<file path="src/rtl/pipeline_stall_controller.sv">
// Freeze/bubble/flush control for the 5-stage pipeline registers, with
// saturating stall/flush/mem-wait statistics and sticky protocol/timeout flags.
module pipeline_stall_controller #(
    parameter int unsigned CNT_W       = 16,
    parameter int unsigned MEM_TIMEOUT = 1023
) (
    input  logic             clk,
    input  logic             rst_n,
    input  logic             hazard_detected,
    input  logic             branch_taken,
    input  logic             mem_busy,
    input  logic             cnt_clr,
    output logic             freeze_pc,
    output logic             freeze_if_id,
    output logic             bubble_id_ex,
    output logic             flush_if_id,
    output logic             freeze_back,
    output logic [CNT_W-1:0] stall_cnt,
    output logic [CNT_W-1:0] flush_cnt,
    output logic [CNT_W-1:0] memwait_cnt,
    output logic             mem_timeout,
    output logic             hazard_err
);

    localparam int unsigned TMR_W = $clog2(MEM_TIMEOUT + 1);

    typedef enum logic [1:0] {
        RUN        = 2'd0,
        LOAD_STALL = 2'd1,
        MEM_WAIT   = 2'd2
    } state_e;

    state_e             state_q, state_d;
    logic [TMR_W-1:0]   timer_q, timer_d;
    logic [CNT_W-1:0]   stall_cnt_q, stall_cnt_d;
    logic [CNT_W-1:0]   flush_cnt_q, flush_cnt_d;
    logic [CNT_W-1:0]   memwait_cnt_q, memwait_cnt_d;
    logic               mem_timeout_q, mem_timeout_d;
    logic               hazard_err_q, hazard_err_d;

    logic case_mem, case_br, case_hz;

    // Priority decode: mem_busy > branch_taken > hazard_detected
    assign case_mem = mem_busy;
    assign case_br  = !mem_busy && branch_taken;
    assign case_hz  = !mem_busy && !branch_taken && hazard_detected;

    // Mealy controls, forced low while reset is held
    always_comb begin
        freeze_pc    = rst_n && (case_mem || case_hz);
        freeze_if_id = rst_n && (case_mem || case_hz);
        bubble_id_ex = rst_n && (case_br || case_hz);
        flush_if_id  = rst_n && case_br;
        freeze_back  = rst_n && case_mem;
    end

    // Next-state for FSM, wait timer, counters and sticky flags
    always_comb begin
        state_d       = state_q;
        timer_d       = '0;
        stall_cnt_d   = stall_cnt_q;
        flush_cnt_d   = flush_cnt_q;
        memwait_cnt_d = memwait_cnt_q;
        mem_timeout_d = mem_timeout_q;
        hazard_err_d  = hazard_err_q;

        unique case (state_q)
            RUN: begin
                if (case_mem)     state_d = MEM_WAIT;
                else if (case_hz) state_d = LOAD_STALL;
            end
            LOAD_STALL: begin
                if (case_mem) begin
                    state_d = MEM_WAIT;
                end else if (case_hz) begin
                    state_d      = LOAD_STALL;
                    hazard_err_d = 1'b1;
                end else begin
                    state_d = RUN;
                end
            end
            MEM_WAIT: begin
                if (!mem_busy) state_d = RUN;
            end
            default: state_d = RUN;
        endcase

        if (mem_busy) begin
            if (timer_q == TMR_W'(MEM_TIMEOUT)) timer_d = timer_q;
            else                                timer_d = timer_q + TMR_W'(1);
        end
        if (timer_d == TMR_W'(MEM_TIMEOUT)) mem_timeout_d = 1'b1;

        if (cnt_clr) begin
            stall_cnt_d   = '0;
            flush_cnt_d   = '0;
            memwait_cnt_d = '0;
        end else begin
            if (case_hz  && stall_cnt_q   != '1) stall_cnt_d   = stall_cnt_q   + CNT_W'(1);
            if (case_br  && flush_cnt_q   != '1) flush_cnt_d   = flush_cnt_q   + CNT_W'(1);
            if (case_mem && memwait_cnt_q != '1) memwait_cnt_d = memwait_cnt_q + CNT_W'(1);
        end
    end

    always_ff @(posedge clk or negedge rst_n) begin
        if (!rst_n) begin
            state_q       <= RUN;
            timer_q       <= '0;
            stall_cnt_q   <= '0;
            flush_cnt_q   <= '0;
            memwait_cnt_q <= '0;
            mem_timeout_q <= 1'b0;
            hazard_err_q  <= 1'b0;
        end else begin
            state_q       <= state_d;
            timer_q       <= timer_d;
            stall_cnt_q   <= stall_cnt_d;
            flush_cnt_q   <= flush_cnt_d;
            memwait_cnt_q <= memwait_cnt_d;
            mem_timeout_q <= mem_timeout_d;
            hazard_err_q  <= hazard_err_d;
        end
    end

    assign stall_cnt   = stall_cnt_q;
    assign flush_cnt   = flush_cnt_q;
    assign memwait_cnt = memwait_cnt_q;
    assign mem_timeout = mem_timeout_q;
    assign hazard_err  = hazard_err_q;

endmodule

</file>
<file path="config.mk">
export PLATFORM = sky130hd
export DESIGN_NAME = pipeline_stall_controller
export DESIGN_NICKNAME = d
export VERILOG_FILES = /design/src/rtl/pipeline_stall_controller.sv
export SDC_FILE = /design/constraint.sdc
export NUM_CORES = 1
export LEC_CHECK = 0
export CORE_AREA = 4 4 90 92
export DETAILED_ROUTE_END_ITERATION = 7
export DIE_AREA = 0 0 94 96
export PLACE_DENSITY = 0.82
export SYNTH_ARGS = -nofsm -noshare
export SYNTH_HDL_FRONTEND = slang
export SYNTH_SLANG_ARGS = --single-unit
</file>
<file path="constraint.sdc">
create_clock -name clk -period 2.1 [get_ports clk]
set_clock_uncertainty 0.05 [all_clocks]
set_input_delay 0.21 -clock clk [delete_from_list [all_inputs] [get_ports clk]]
set_output_delay 0.21 -clock clk [all_outputs]
set_load 0.1 [all_outputs]
</file>
==> results of run 1 <==
repair_timing:
item / 4_1_cts / 5_1_grt
gates resized for setup: 1 / 0
setup endpoints to repair: 6 / 0
hold endpoints to repair: 62 / 0
hold buffers: 1 / 0
per-stage QoR:
step / setup slack [ps] / std cells / hold WS, ps / utilization
after floorplan: 11.2 / 354 / -136 / -
after global placement: -89.5 / 531 / 209 / 0.597
after detailed placement: -223 / 531 / 206 / 0.597
after CTS: 90.1 / 548 / 372 / 0.625
after global routing: 23.2 / 548 / 381 / 0.625
final: 111 / 548 / 364 / 0.625
critical path, cell delays in order:
cell,delay (ps)
clkdlybuf4s50_1,490
buf_4,220
inv_1,70
buf_4,180
a21boi_2,320
buf_12,220
worst max-delay path by stage:
stage               startpoint            end  depth (start not counted)
2_1_floorplan     flush_cnt[0]   flush_cnt[4]                          6
3_3_place_gp   hazard_detected  stall_cnt[13]                          7
3_5_place_dp     flush_cnt[11]  flush_cnt[11]                          5
4_1_cts               mem_busy      freeze_pc                          6
5_1_grt               mem_busy   freeze_if_id                          6
6_report              mem_busy      freeze_pc                          6
sequential cells by signal (all words and copies together) (netlist names):
name	flops
mem_timeout	1
hazard_err	1
timer_q	10
stall_cnt	16
memwait_cnt	16
flush_cnt	16
state_q	2
cell usage after synthesis (2+ instances only):
cell type / n / share of area
mux2i_1: 4 / 0.012
or3_1: 9 / 0.017
a21boi_0: 2 / 0.0044
nand2_1: 13 / 0.014
o2111ai_1: 5 / 0.013
o21a_1: 2 / 0.0044
or4_1: 2 / 0.0044
nand3_1: 18 / 0.027
a21oi_1: 14 / 0.021
and4_1: 6 / 0.015
ha_1: 4 / 0.015
or2_2: 2 / 0.0037
a211oi_2: 3 / 0.011
o21ai_0: 17 / 0.025
nor4_1: 4 / 0.0074
and3_1: 12 / 0.022
nor3_4: 2 / 0.0096
and2_1: 7 / 0.013
xor2_1: 20 / 0.052
xnor2_1: 14 / 0.036
a31oi_1: 5 / 0.0092
or2_0: 2 / 0.0037
nand4_1: 10 / 0.018
a311oi_1: 2 / 0.0052
nor2_1: 48 / 0.053
a211oi_1: 2 / 0.0044
inv_1: 11 / 0.012
nor3b_1: 2 / 0.0044
nand2b_1: 3 / 0.0055
dfrtp_1: 62 / 0.46
nand3_2: 3 / 0.0089
clkbuf_1: 12 / 0.013
o211ai_1: 4 / 0.0089
nor3_1: 5 / 0.0074
o31ai_1: 3 / 0.0066
power by group:
part | internal, mW | switching (mW) | total (mW)
Combinational | 0.0842 | 0.208 | 0.292
Clock | 0.543 | 0.477 | 1.02
Sequential | 1.21 | 0.0175 | 1.23
routing by layer:
layer,vias up,GRT usage,wire length [um]
li1,1457,-,-
met1,1433,0.248,3670
met2,71,0.313,3830
met3,10,0.0453,420
met4,0,0.0770,134
met5,-,0,0
layout make-up:
| type | count | share of cell area |
|---|---|---|
| inverter | 11 | 0.00915 |
| sequential | 62 | 0.362 |
| multi-input combinational | 265 | 0.385 |
| timing repair buffer | 95 | 0.174 |
| clock buffer | 10 | 0.0283 |
| clock inverter | 6 | 0.0139 |
| tap | 99 | 0.0275 |
cells by family after synthesis:
logic type      count (synthesis)  synth area share
compound gates                 70             0.142
mux                             4            0.0118
flops                          62             0.458
xor+xnor                       34            0.0878
simple gates                  153             0.252
fa+ha+maj                       4            0.0148
buf+inv                        27            0.0339
==> reports/qor.csv, run 1 <==
metric;value;unit
status;completed;
gr ovfl total;0;
gr usage total;0.192;
Critical Path Fanout Max;16;
Slew headroom;0.504;
Die Height;96;um
CP startpoint kind;input pin;
register area;0.00163;mm^2
DRT iter0 DRCs;126;
I/O Pins;61;
VDD IR-drop max;0.000356;V
Filler Cell Count;633;
Skew-Pair Late Insertion Delay;350;ps
Synthesized Nets;364;
Initial Util;0.470;
post-DP HPWL;5.98;mm
Root Buffer;clkbuf_8;
Post-CTS Setup Inserts;0;
period utilisation layout;0.947;
Avg Inst Size Synth;9.58;um^2
RSZ-0062 raised after global routing;no;
Mapped Cells;354;
area grow syn2layout;33.1;%
reg2reg path depth;5;
worst r2r src;flush_cnt[11];
Post-DP Area;0.00431;mm^2
# H-tree levels;3;
yosys warns;0;
vias in the first global route;2840;
Max Freq;503;MHz
Chip Width;94;um
fin nets;454;
post-route cell area;0.00451;mm^2
vias after detailed routing;2971;
Slew Viols, Final;0;
share of layout cells above drive strength 1;0.376;
largest net degree at the start of global routing;32;
Port Buffer Count;60;
antenna cells;0;
Slew @ Worst Pin;739;ps
cell area power density;564;mW/mm^2
LEAKAGE;1.89;nW
total CTS buffers;9;
Mapped Area;0.00339;mm^2
Cell variety after synth;55;
CP Capture Type;primary output;
Clock Pin Slew Worst Setup and Hold Paths;70;ps
critical path class;input pin to primary output;
Worst EP required;1840;ps
total power;2.54;mW
CTS tree;built;
core area;0.00721;mm^2
RD Place Congestion;0.898;
Fin. Hold Viols;0;
routed len/inst;14.7;um
maxcap violations;0;
drt pass-1 iters;4;
CP Data Arrival Time;1730;ps
Setup Viol. Count Final;0;
sequential element share of the synthesized area;0.458;
min Tclk post-route;1990;ps
setup TNS;0;ps
clock buffer depth;2;
flop and latch count out of synthesis;62;
Via-to-Cell Ratio;5.42;
Residual DRC;0;
worst reg2reg setup slack;130;ps
TritonCTS Sinks;62;
Synth async-reset ratio;1.00;
Post-synth EDFFs;0;
cell row count;31;
min-delay worst type;input pin to asynchronous set/reset pin;
most frequent cells in the layout;buf_4 (84), nor2_1 (48), dfrtp_2 (36);
Die ar.;0.00902;mm^2
Antenna Violating Nets Remaining;0;
first-pass GRT wire length;13.6;mm
commonest non-fill, non-tap cell in the layout;buf_4;
initial antenna violation count;0;
final wirelength;8.05;mm
RR Endpoint;flush_cnt[11];
area of the multi-input gates;0.00174;mm^2
top_reg_cell synth;dfrtp_1;
Note: power is estimated with default switching activity, not from simulation.
==> inputs of run 2 (changes only) <==
- MAX_ROUTING_LAYER: default -> met4
- SETUP_SLACK_MARGIN: default -> 0.4
==> run 2 against run 1 <==
Net effect: fmax is 16% higher; cell count is 4.6% higher; design area grew 16%; first-iteration DRC count grew 36%; non-clock buffer count increased by 26; critical path depth unchanged; routed wire length grew 25%; sequential share of layout area down 3.6 points; register-to-register slack gained 260 ps; via count grew 11%; critical endpoint is now memwait_cnt[5].
==> reports/qor.csv, run 2 (same netlist as run 1, synthesis figures left out) <==
metric;value;unit
met2 Use GR;0.370;
period utilisation layout;0.814;
I/O Pins;61;
Slew Viols, Final;0;
total power;2.55;mW
gr ovfl total;0;
most frequent cells in the layout;buf_4 (100), nor2_1 (47), dfrtp_4 (39);
Skew-Pair Late Insertion Delay;350;ps
Clock Pin Slew Worst Setup and Hold Paths;80;ps
Critical Path Fanout Max;4;
fin nets;480;
clock buffer depth;2;
Port Buffer Count;60;
Setup Viol. Count Final;0;
CTS tree;built;
# H-tree levels;3;
grt met3 use;0.0461;
Root Buffer;clkbuf_8;
status;completed;
critical path class;flip-flop to flip-flop;
CP Capture Type;flip-flop;
TritonCTS Sinks;62;
drt pass-1 iters;4;
RSZ-0062 raised after global routing;yes;
Max Freq;585;MHz
cell area power density;486;mW/mm^2
Antenna Violating Nets Remaining;0;
Via-to-Cell Ratio;5.75;
first-pass GRT wire length;15.6;mm
vias in the first global route;3191;
cell row count;31;
worst r2r src;memwait_cnt[1];
GRT met1 Usage;0.283;
vias after detailed routing;3294;
Die Height;96;um
Critical path origin;memwait_cnt[1];
Slew headroom;0.615;
antenna cells;0;
area grow syn2layout;54.8;%
final core utilization;0.727;
total CTS buffers;9;
LEAKAGE;2.06;nW
Fin. Hold Viols;0;
Die ar.;0.00902;mm^2
largest net degree at the start of global routing;44;
Residual DRC;0;
gr usage total;0.227;
Most Used Layer, Global Route;met2;
min Tclk post-route;1710;ps
Chip Width;94;um
initial antenna violation count;0;
core area;0.00721;mm^2
Initial Util;0.470;
DRT iter0 DRCs;171;
Worst EP required;2300;ps
routed len/inst;17.5;um
share of layout cells above drive strength 1;0.521;
RD Place Congestion;0.897;
CP startpoint kind;flip-flop;
maxcap violations;0;
CP Data Arrival Time;1910;ps
final wirelength;10.0;mm
min-delay worst type;input pin to asynchronous set/reset pin;
VDD IR-drop max;0.000367;V
Slew @ Worst Pin;578;ps
commonest non-fill, non-tap cell in the layout;buf_4;
post-DP HPWL;6.09;mm
-- run 2: changes by cell type in the layout (fill, tap and decap cells not counted), moves of 6 or more --
| cell | delta |
|---|---|
| dfrtp_4 | +29 |
| dfrtp_1 | -6 |
| buf_4 | +16 |
| nand3_1 | -6 |
| buf_6 | +7 |
| dfrtp_2 | -23 |
| nand3_4 | +6 |
-- run 2: layout make-up --
class                   count  area, um^2
flip-flops and latches     62        1710
repair buffers            121        1030
well taps                  99         124
fillers                   503        1970
clock buffers              11         151
multi-input cells         265        2170
clock inverters             4        22.5
inverters                  11        41.3
-- run 2: routing by layer --
| metal | vias to the layer above | routed length (um) |
|---|---|---|
| met5 | - | 0 |
| met4 | 0 | 184 |
| met3 | 20 | 484 |
| met2 | 96 | 5140 |
| met1 | 1663 | 4240 |
| li1 | 1515 | - |
-- run 2: stage by stage --
stage | setup TNS (ps) | setup slack, ps | hold slack (ps) | instances | area, um^2
floorplan | 0 | 198 | -136 | 354 | 3840
global placement | -329 | -72.8 | 73.4 | 516 | 4520
detailed placement | -939 | -128 | 78.8 | 516 | 4520
CTS | 0 | 401 | 44.8 | 555 | 4960
global route | 0 | 310 | 63.3 | 573 | 5250
finish | 0 | 390 | 23.5 | 573 | 5250
-- run 2: critical path, cell delays in order (launching register included) --
cell and delay [ps]:
dfrtp_4 440, ha_4 150, nand3_4 70, or3_4 410, o211ai_1 250, xor2_1 190, nor2_1 50
-- run 2: path summary, 6_finish.rpt --
| path | endpoint | slack, ps | depth (start not counted) |
|---|---|---|---|
| worst max register to register | memwait_cnt[5] | 390 | 6 |
| max in group asynchronous | flush_cnt[4] | 1220 | 2 |
| worst min-delay path | flush_cnt[13] | 20 | 2 |
| worst min register to register | state_q[0] | 390 | 1 |
| worst max-delay path | memwait_cnt[5] | 390 | 6 |
| min in group clk | state_q[0] | 360 | 4 |
-- run 2: power by group --
group	switching, mW	internal (mW)
sequential	0.0226	1.21
clock	0.495	0.480
combinational	0.230	0.112
-- run 2: what timing repair did --
item | 4_1_cts | 5_1_grt
pin swaps | 13 | 30
buffers inserted | 22 | 18
hold buffers | 2 | 0
endpoints found under the setup margin | 34 | 34
resized for setup | 20 | 34
hold endpoints to repair | 9 | 0
==> inputs of run 3 (changes only) <==
- clock period: 2.1 -> 1.6 ns (I/O delays scaled with it)
==> run 3 against run 2 <==
Net effect: the flow now stops in global routing (5_1_grt); synthesized cell count unchanged; area after synthesis unchanged.
==> reports/qor.csv, run 3 <==
metric;value;unit
sequential element share of the synthesized area;0.458;
Tool Error;[ERROR DPL-0038] Utilization greater than 100%, impossible to legalize;
Synth async-reset ratio;1.00;
Avg Inst Size Synth;9.58;um^2
failing step;global routing (5_1_grt);
Initial Util;0.470;
Chip Width;94;um
kind of the worst endpoint;sequential cell input;
RD Place Congestion;0.914;
most frequent cell after synthesis;dfrtp_1;
Mapped Cells;354;
Synth area leaders;dfrtp_1 (46%), nor2_1 (5.3%), xor2_1 (5.2%), xnor2_1 (3.6%), nand3_1 (2.7%);
share of the synthesized area in the top cell type;0.458;
clock buffer depth;2;
largest net degree at the start of global routing;27;
Post-Synth XOR/XNOR Area;0.0878;
TritonCTS Sinks;62;
simple-gate share of the synthesized area;0.252;
Die Height;96;um
Root Buffer;clkbuf_8;
Post-DP Area;0.00569;mm^2
Mapped Area;0.00339;mm^2
Synthesized Nets;364;
post-placement setup slack;-565;ps
synth cell count leaders;dfrtp_1 (62), nor2_1 (48), xor2_1 (20);
Port Buffer Count;60;
area leader, netlist;dfrtp_1;
Post-Synth Adder-Cell Area;0.0148;
post-DP HPWL;7.73;mm
I/O Pins;61;
Compound-Gate Fraction of Synth Area;0.142;
status;did not finish;
total CTS buffers;9;
largest family of logic cells by synthesized area;simple AND/OR/NAND/NOR gates;
yosys warns;0;
Cell variety after synth;55;
post-GRT worst EP;mem_timeout$_DFFE_PN0N_/D;
multiplexer area fraction after synthesis;0.0118;
flop and latch count out of synthesis;62;
top_reg_cell synth;dfrtp_1;
# H-tree levels;3;
Post-synth EDFFs;0;
cell row count;31;
run 3: cell counts after synthesis:
Identical to the previous run, type by type.
run 3: what timing repair did:
action | 4_1_cts
setup endpoints to repair | 112
hold endpoints to repair | 62
hold buffers | 1
resized for setup | 117
setup buffers | 41
pin swaps | 68
run 3: logic make-up after synthesis:
kind of cell | Yosys count
AO/OA/AOI/OAI | 70
AND/OR/NAND/NOR | 153
XOR/XNOR | 34
multiplexers | 4
adder cells (fa/ha/maj) | 4
buffers and inverters | 27
flip-flops | 62
run 3: through the flow:
stage          hold slack [ps]  instances  TNS [ps]
2_1_floorplan             -186        354     -8910
3_3_place_gp              41.1        577    -12510
3_5_place_dp              47.2        577    -14730
4_1_cts                   93.5        635     -1340
==> inputs of run 4 (changes only) <==
- CORE_AREA: 4 4 90 92 -> 4 4 107 109
- DIE_AREA: 0 0 94 96 -> 0 0 111 113
- MAX_ROUTING_LAYER: met4 -> default
- PLACE_DENSITY: 0.82 -> default
- PLACE_DENSITY_LB_ADDON: default -> 0.15
- SETUP_SLACK_MARGIN: 0.4 -> default
==> run 4 against run 3 <==
Net effect: the flow now finishes, with violations (negative setup slack).
==> reports/qor.csv, run 4 (same netlist as run 1, synthesis figures left out) <==
metric;value;unit
status;finished, violations left;
failing checks;negative setup slack;
first-pass GRT wire length;17.3;mm
RSZ-0062 raised after global routing;yes;
min Tclk post-route;1700;ps
RD Place Congestion;0.787;
Crit path max-delay family;flip-flops;
Slew headroom;0.680;
Cells after DPL;639;
Root Buffer;clkbuf_8;
Filler Cell Count;839;
total power;3.56;mW
RR Endpoint;flush_cnt[1];
drt pass-1 iters;4;
routed len/inst;14.9;um
Via-to-Cell Ratio;4.90;
CTS tree;built;
post-placement setup slack;-562;ps
Clock Pin Slew Worst Setup and Hold Paths;70;ps
Worst EP required;1780;ps
CP startpoint kind;flip-flop;
Setup Viol. Count Final;25;
worst reg2reg setup slack;-100;ps
cell row count;38;
largest net degree at the start of global routing;37;
Slew @ Worst Pin;480;ps
fin nets;550;
setup ws final;-99.5;ps
area grow syn2layout;94.6;%
Final Non-Filler Cells;685;
clock buffer depth;2;
Chip Width;111;um
Worst Setup EP;flush_cnt[1];
final wirelength;10.2;mm
Die ar.;0.0125;mm^2
Residual DRC;0;
# H-tree levels;3;
I/O Pins;61;
DRT iter0 DRCs;82;
period utilisation layout;1.06;
Skew-Pair Late Insertion Delay;340;ps
Critical Path Fanout Max;4;
VDD IR-drop max;0.000474;V
slowest stage cell, crit path;dfrtp_4;
vias after detailed routing;3356;
Critical path origin;flush_cnt[7];
Buffers & Inverters on Critical Path;2;
reg2reg path depth;7;
CP Capture Type;flip-flop;
critical path class;flip-flop to flip-flop;
worst r2r src;flush_cnt[7];
min-delay worst type;input pin to flip-flop;
critical path, cell by cell;and4_4, nand3_4, buf_6, o31ai_4, buf_6, mux2i_1, nor2_1;
Max Freq;588;MHz
setup TNS;-1050;ps
post-DP HPWL;7.27;mm
LEAKAGE;2.63;nW
worst hold slack;330;ps
cell area power density;539;mW/mm^2
most frequent cells in the layout;buf_4 (103), buf_12 (57), nor2_1 (47);
maxcap violations;0;
CP max stage delay;410;ps
TritonCTS Sinks;62;
vias in the first global route;3443;
CP Data Arrival Time;1880;ps
share of layout cells above drive strength 1;0.602;
Antenna Violating Nets Remaining;0;
Fin. Hold Viols;0;
Initial Util;0.320;
Port Buffer Count;60;
gr usage total;0.167;
gr ovfl total;0;
Slew Viols, Final;0;
commonest non-fill, non-tap cell in the layout;buf_4;
core area;0.0106;mm^2
most used cell along the critical path;buf_6;
antenna cells;0;
Worst path depth;7;
total CTS buffers;9;
initial antenna violation count;0;
Die Height;113;um
## run 4: worst min-delay path by stage
stage                      start            end  cells after the start  slack (ps)
floorplan                  rst_n  flush_cnt[14]                      0        -190
global placement           rst_n     timer_q[8]                      1          20
detailed placement         rst_n   flush_cnt[0]                      1          30
CTS                 branch_taken     state_q[0]                      4         320
global route        branch_taken     state_q[0]                      4         380
finish              branch_taken     state_q[0]                      4         330
## run 4: worst min-delay path: stages
cell and delay [ps]:
dlygate4sd2_1 210, or3b_4 150, buf_4 110, nor2_1 40
## run 4: layout make-up
cell class / count / area (um^2) / share of cell area
Timing Repair Buffer: 191 / 2250 / 0.341
Tap cell: 140 / 175 / 0.0265
Clock buffer: 12 / 155 / 0.0235
Multi-Input combinational cell: 265 / 2230 / 0.337
Sequential cell: 62 / 1710 / 0.259
Clock inverter: 4 / 45.0 / 0.00683
Inverter: 11 / 41.3 / 0.00626
## run 4: report_power, final
group | internal [mW] | leakage (nW) | switching [mW]
Sequential | 1.59 | 0.761 | 0.0267
Clock | 0.798 | 0.106 | 0.631
Combinational | 0.197 | 1.77 | 0.310
## run 4: per-layer routing
layer  part of all wire  up-vias  wire (um)  track usage
met5                  0        -          0            0
met4              0.020        0        202       0.0542
met3              0.021       18        212       0.0257
met2               0.51       49       5160        0.286
met1               0.45     1637       4640        0.218
li1                   -     1652          -            -
## run 4: stage by stage
| stage | area (um^2) | util |
|---|---|---|
| after global placement | 5860 | 0.553 |
| after detailed placement | 5860 | 0.553 |
| final | 6600 | 0.622 |
| after floorplan | 3860 | - |
| after global routing | 6600 | 0.622 |
| after CTS | 6310 | 0.595 |
## run 4: timing repair
action	in CTS	in global routing
buffers inserted	14	14
pin swaps	43	37
endpoints found under the hold margin	7	0
gates resized for setup	35	42
setup endpoints to repair	47	48
gates cloned	0	0
hold buffers	2	0
==> RTL edit, RTL diff (config.mk and constraints of run 1) <==
`CNT_W`: 16 -> 32.
--- a/src/rtl/pipeline_stall_controller.sv
+++ b/src/rtl/pipeline_stall_controller.sv
@@ -1,7 +1,7 @@
 // Freeze/bubble/flush control for the 5-stage pipeline registers, with
 // saturating stall/flush/mem-wait statistics and sticky protocol/timeout flags.
 module pipeline_stall_controller #(
-    parameter int unsigned CNT_W       = 16,
+    parameter int unsigned CNT_W       = 32,
     parameter int unsigned MEM_TIMEOUT = 1023
 ) (
     input  logic             clk,
Interface: changed (resized flush_cnt, memwait_cnt and stall_cnt); port bits go from 61 to 109. No check against the original RTL was run, so the function may have changed too.
==> RTL edit against run 1 <==
The flow now stops in 3_1_place_gp_skip_io. Area after synthesis increased by 83%.
==> RTL edit: results (changes against run 1) <==
[yosys]
yosys_warnings=0  ; unchanged
synth_area_leaders=dfrtp_1 (44%), a21oi_1 (6.4%), or3_1 (4.3%)
synth.area.mux_share_pct=1.61  ; +0.43 points
ys_seq_area_share_pct=44.3  ; -1.5 points
synth_seq_cells=110  ; +77%
syn_nets=702  ; +93%
synth_compound_area_share_pct=17.4  ; +3.2 points
synthDistinctLibCells=54  ; -1.8%
synthFlopType=dfrtp_1
synthXorXnorAreaFrac_pct=1.69  ; -7.1 points
ys_top_cells_by_count=dfrtp_1 (110), a21oi_1 (79), o21ai_0 (45), nand2_1 (44), or3_1 (43)
synthArstFlopShare_pct=100  ; unchanged
yosys.area_share.adder_pct=0.805  ; -0.67 points
avgSynthCellArea_um2=8.98  ; -6.2%

[status]
stop_stage=3_1_place_gp_skip_io
status=stopped before the end
error=[ERROR GPL-0301] Utilization 106.578 % exceeds 100%.

## RTL edit: cell count changes after synthesis, moves of 28 or more
cell / before / now
or4_1: 2 / 33
o31ai_1: 3 / 33
nand2_1: 13 / 44
o21ai_0: 17 / 45
a21oi_1: 14 / 79
dfrtp_1: 62 / 110
or3_1: 9 / 43
## RTL edit: cell families after synthesis
kind of cell	Yosys count
simple gates	321
compound gates	183
flops	110
buf+inv	53
xor+xnor	12
mux	9
fa+ha+maj	4
